## src/rtl/eg_encoder.sv

```systemverilog
// Exp-Golomb style serial encoder: a small input FIFO of 4-bit values feeds a
// serializer that emits N ones, a zero, then the N low bits of (v+1) MSB first.
module eg_encoder #(
  parameter int unsigned FIFO_DEPTH = 4
) (
  input  logic       clk,
  input  logic       rst,
  input  logic       pi_valid,
  input  logic [3:0] pi_data,
  output logic       pi_ready,
  input  logic       so_stall,
  output logic       so_valid,
  output logic       so_data,
  output logic       so_last,
  output logic       err,
  output logic       busy
);

  localparam int unsigned PtrW = $clog2(FIFO_DEPTH);
  localparam int unsigned CntW = PtrW + 1;
  localparam logic [CntW-1:0] FullCnt = CntW'(FIFO_DEPTH);

  typedef enum logic [1:0] {StIdle, StPrefix, StStop, StSuffix} state_e;

  logic [3:0]      mem [FIFO_DEPTH];
  logic [PtrW-1:0] wr_ptr_q, rd_ptr_q;
  logic [CntW-1:0] count_q;
  logic            fifo_empty, push, pop;

  state_e          state_q, state_d;
  logic [1:0]      n_q, n_d;
  logic [2:0]      suf_q, suf_d;
  logic [1:0]      idx_q, idx_d;
  logic            err_q;
  logic            consume, cw_end;
  logic [3:0]      head_w;
  logic [1:0]      head_n;

  assign fifo_empty = (count_q == '0);
  // Ready is gated by reset so it drops the instant reset asserts.
  assign pi_ready   = rst & (count_q != FullCnt);
  // Illegal value 15 is never written; it only raises err.
  assign push       = pi_valid & pi_ready & (pi_data != 4'd15);
  assign head_w     = mem[rd_ptr_q] + 4'd1;

  assign so_valid = (state_q != StIdle);
  assign consume  = so_valid & ~so_stall;
  assign err      = err_q;
  assign busy     = ~fifo_empty | (state_q != StIdle);

  // Prefix length of the head value: floor(log2(v+1)).
  always_comb begin
    head_n = 2'd0;
    if (head_w[3])      head_n = 2'd3;
    else if (head_w[2]) head_n = 2'd2;
    else if (head_w[1]) head_n = 2'd1;
  end

  // Serializer next state and serial outputs.
  always_comb begin
    state_d = state_q;
    n_d     = n_q;
    suf_d   = suf_q;
    idx_d   = idx_q;
    pop     = 1'b0;
    cw_end  = 1'b0;
    so_data = 1'b0;
    so_last = 1'b0;
    unique case (state_q)
      StIdle: begin
        if (!fifo_empty) pop = 1'b1;
      end
      StPrefix: begin
        so_data = 1'b1;
        if (consume) begin
          if (idx_q == 2'd0) state_d = StStop;
          else               idx_d   = idx_q - 2'd1;
        end
      end
      StStop: begin
        so_last = (n_q == 2'd0);
        if (consume) begin
          if (n_q != 2'd0) begin
            state_d = StSuffix;
            idx_d   = n_q - 2'd1;
          end else begin
            cw_end = 1'b1;
          end
        end
      end
      StSuffix: begin
        so_data = suf_q[idx_q];
        so_last = (idx_q == 2'd0);
        if (consume) begin
          if (idx_q == 2'd0) cw_end = 1'b1;
          else               idx_d  = idx_q - 2'd1;
        end
      end
      default: ;
    endcase
    // Back-to-back codewords: load the next value on the final consumed bit.
    if (cw_end) begin
      state_d = StIdle;
      if (!fifo_empty) pop = 1'b1;
    end
    if (pop) begin
      n_d     = head_n;
      suf_d   = head_w[2:0];
      idx_d   = head_n - 2'd1;
      state_d = (head_n != 2'd0) ? StPrefix : StStop;
    end
  end

  // Serializer and error-pulse registers.
  always_ff @(posedge clk or negedge rst) begin
    if (!rst) begin
      state_q <= StIdle;
      n_q     <= 2'd0;
      suf_q   <= 3'd0;
      idx_q   <= 2'd0;
      err_q   <= 1'b0;
    end else begin
      state_q <= state_d;
      n_q     <= n_d;
      suf_q   <= suf_d;
      idx_q   <= idx_d;
      err_q   <= pi_valid & pi_ready & (pi_data == 4'd15);
    end
  end

  // FIFO pointers and occupancy; power-of-two depth makes pointers wrap naturally.
  always_ff @(posedge clk or negedge rst) begin
    if (!rst) begin
      wr_ptr_q <= '0;
      rd_ptr_q <= '0;
      count_q  <= '0;
    end else begin
      if (push) wr_ptr_q <= wr_ptr_q + PtrW'(1);
      if (pop)  rd_ptr_q <= rd_ptr_q + PtrW'(1);
      case ({push, pop})
        2'b10:   count_q <= count_q + CntW'(1);
        2'b01:   count_q <= count_q - CntW'(1);
        default: count_q <= count_q;
      endcase
    end
  end

  // FIFO storage; contents are don't-care while empty so no reset.
  always_ff @(posedge clk) begin
    if (push) mem[wr_ptr_q] <= pi_data;
  end

endmodule
```

## config.mk

```make
export PLATFORM = sky130hd
export DESIGN_NAME = eg_encoder
export DESIGN_NICKNAME = d
export VERILOG_FILES = /design/src/rtl/eg_encoder.sv
export SDC_FILE = /design/constraint.sdc
export NUM_CORES = 1
export LEC_CHECK = 0
export BUFFER_PORTS_ARGS = -buffer_cell sky130_fd_sc_hd__buf_2
export CAP_MARGIN = 10
export CORE_AREA = 2 2 66 68
export CTS_BUF_LIST = sky130_fd_sc_hd__clkbuf_8
export CTS_CLUSTER_DIAMETER = 120
export CTS_CLUSTER_SIZE = 12
export DETAILED_ROUTE_END_ITERATION = 6
export DIE_AREA = 0 0 68 70
export PLACE_DENSITY_LB_ADDON = 0.15
export SLEW_MARGIN = 20
export SYNTH_ARGS = -nofsm -noshare
export SYNTH_HDL_FRONTEND = slang
export SYNTH_SLANG_ARGS = --single-unit
```

## constraint.sdc

```tcl
create_clock -name clk -period 3.3 [get_ports clk]
set_input_delay 0.33 -clock clk [delete_from_list [all_inputs] [get_ports clk]]
set_output_delay 0.33 -clock clk [all_outputs]
set_load 0.01 [all_outputs]
```

==> flow_metrics.py <==
metrics = {
    "critical_path": {
        "cp-start-kind": "register",
        "crit_type": "register to register",
        "crit_family": "adder cells",
        "cp.required_ns": 3.51,
        "critical_path_depth": 11,
        "crit_chain": "inv_1 -> ha_1 -> nor4b_1 -> o311ai_1 -> inv_1 -> ha_1 -> inv_1 -> fa_1 -> xor2_1 -> nor2_1 -> xor2_1",
        "slowest_delay_ns": 0.44,
        "slowest_stage": "dfrtp_1",
        "crit_buf_inv": 3,
        "worstRegToRegCells": 11,
        "end_kind": "register",
        "path_max_fanout": 7,
        "cp.arrival_ns": 2.83,
        "path_common_cell": "inv_1",
    },
    "detailed_routing": {
        "wl_per_cell_um": 15.1,
        "dr_wl_met3_um": 97,
        "drcViolationCount": 0,
        "met2_wirelength_um": 1650,
        "routed_wl_um": 3360,
        "dr.max_layer_used": "met4",
        "via_count": 1191,
        "via_per_inst": 5.36,
        "first_pass_iters": 4,
        "ant_nets": 0,
        "drt_iter0_drc": 94,
        "wl_met1_um": 1590,
    },
    "yosys": {
        "synth_top_area_cell": "edfxtp_1",
        "synth_area_leaders": "edfxtp_1, dfrtp_1, ha_1, mux4_2, o21ai_0",
        "yosysMostFrequentCell": "dfrtp_1",
        "syn_area_per_cell_um2": 11.6,
        "synth_top_area_share_pct": 27.3,
        "synthDistinctLibCells": 42,
        "ys_ff_latch": 33,
        "async_flop_share_pct": 51.5,
        "synth_ff_type": "dfrtp_1",
        "ys_top_cells_by_count": "dfrtp_1, edfxtp_1, inv_1",
        "syn_area_um2": 1760,
        "netlist_instances": 151,
        "yosysWarningCount": 0,
        "synth_edf_count": 16,
        "syn-num-nets": 171,
        "synth.yosys.seq_area_share_pct": 51.5,
    },
    "timing": {
        "fin_crit_ns": 2.62,
        "rsz0062_at_grt": "no",
        "post-route-period-util_pct": 79.5,
        "worst_pin_slew_ns": 0.683,
        "hold_viol": 0,
        "fin_skew_ns": 0.00626,
        "holdWs_ns": 0.0290,
        "fin_tns_setup_ns": 0,
        "setup_viol_count_final": 0,
        "slew_headroom_pct": 53.9,
        "max_freq_ghz": 0.381,
        "setup_slack_ns": 0.677,
        "slew_viol_final": 0,
    },
    "place": {
        "post-place-ws_ns": 0.697,
        "hpwlAfterDp_um": 2510,
        "placedCellCount": 214,
        "place.gp.congestion": 0.798,
        "io_buffers": 13,
    },
    "power_and_ir_drop": {
        "ir_worst_vdd_mv": 0.394,
        "comb_power_share_pct": 45.4,
        "power_density_nw_per_um2": 982,
        "p_total_mw": 1.95,
        "swShare_pct": 39.6,
        "internal_power_mw": 1.18,
        "clock_power_share_pct": 19.1,
        "power_frac_seq_pct": 35.5,
        "p_switching_mw": 0.772,
        "leakage_nw": 0.848,
    },
    "clock_tree": {
        "clock_path_buffers": 2,
        "insertion_delay_ns": 0.28,
        "cts_root_buf": "clkbuf_8",
        "ctsHoldBuffers": 0,
        "cts_resized": 0,
        "cts_tree": "yes",
        "post-cts-setup-buffers": 0,
        "htree_levels": 2,
        "cts_sinks": 33,
        "clkTransAtPathRegs_ns": 0.07,
        "cts-buffers-inserted": 5,
    },
    "global_routing": {
        "grt_max_degree": 18,
        "gr-total-overflow": 0,
        "grt_pass1_vias": 1152,
        "grt_util_all_layers_pct": 16.0,
        "grt_pass1_wl_um": 5660,
        "antenna_found_initial": 0,
    },
    "min_path": {
        "min_path_type": "input port to asynchronous set/reset pin",
    },
    "die": {
        "core-area_um2": 4140,
        "initial_core_util_pct": 42.4,
        "dieArea_um2": 4760,
        "ios": 14,
        "die_x_um": 68,
        "rows": 24,
        "die_y_um": 70,
    },
    "finish": {
        "antennaDiodeCount": 0,
        "final_nets": 189,
        "area_growth_pct": 13.2,
        "stdcell_count": 222,
        "drive_above_1_share_pct": 18.2,
    },
    "status": {
        "run_status": "completed",
    },
    "run": {
        "drv_cap": 0,
    },
}
## stage by stage
step	util (%)	area, um^2
detailed placement	45.4	1880
floorplan	-	1760
global placement	45.4	1880
CTS	48.0	1990
finish	48.0	1990
global route	48.0	1990
## flip-flops by register name, indices dropped and copies added, names as in the netlist
name	cells
count_q	3
state_q	2
mem	16
n_q	2
suf_q	3
wr_ptr_q	2
err	1
idx_q	2
rd_ptr_q	2
## final cells by class
type | count | area [um^2]
fill | 385 | 2150
inverter | 13 | 48.8
tap | 52 | 65.1
timing repair buffer | 15 | 80.1
clock inverter | 3 | 41.3
clock buffer | 5 | 68.8
sequential | 33 | 906
multi-input combinational | 101 | 779
## cell families (layout without fill, tap and decap cells)
logic type | Yosys count | after routing | share of synthesized area, %
simple gates | 43 | 43 | 12.8
compound gates | 33 | 33 | 12.7
flops | 33 | 33 | 51.5
buf+inv | 17 | 36 | 4.13
fa+ha+maj | 12 | 12 | 8.97
xor+xnor | 7 | 7 | 3.49
mux | 6 | 6 | 6.33
## power by group through the flow
stage	registers (mW)	logic (mW)	clock network [mW]
6_report	0.693	0.888	0.373
5_1_grt	0.713	1.01	0.401
4_1_cts	0.692	0.897	0.382
3_5_place_dp	0.701	0.891	0
3_3_place_gp	0.691	0.864	0
2_1_floorplan	0.636	0.749	0
## per-layer routing
metal | global-route usage (%) | vias to the layer above
met5 | 0 | -
met4 | 4.00 | 0
met3 | 4.99 | 2
met2 | 24.2 | 16
met1 | 22.3 | 586
li1 | - | 587
## placed cells by master (no fill, tap or decap), types with 4 or more instances in the layout
cell	Yosys	final
dfrtp_1	17	17
edfxtp_1	16	16
inv_1	13	13
buf_2	1	13
o21ai_0	11	11
nand2_1	11	11
ha_1	11	11
nor2_1	8	8
xnor2_1	5	5
clkbuf_8	0	5
nand4_1	4	4
a21o_1	4	4
mux4_2	4	4
and2_1	4	4
nor3_1	4	4
a21oi_1	4	4
## path summary, 6_finish.rpt
kind / from / end / slack, ns
min in group clk: pi_valid / err / 0.27
worst max register to register: state_q[0] / count_q[2] / 0.68
worst min register to register: suf_q[1] / suf_q[1] / 0.49
worst max-delay path: state_q[0] / count_q[2] / 0.68
max in group asynchronous: rst / wr_ptr_q[1] / 3.07
worst min-delay path: rst / suf_q[2] / 0.03
Note: power is estimated with default switching activity, not from simulation.
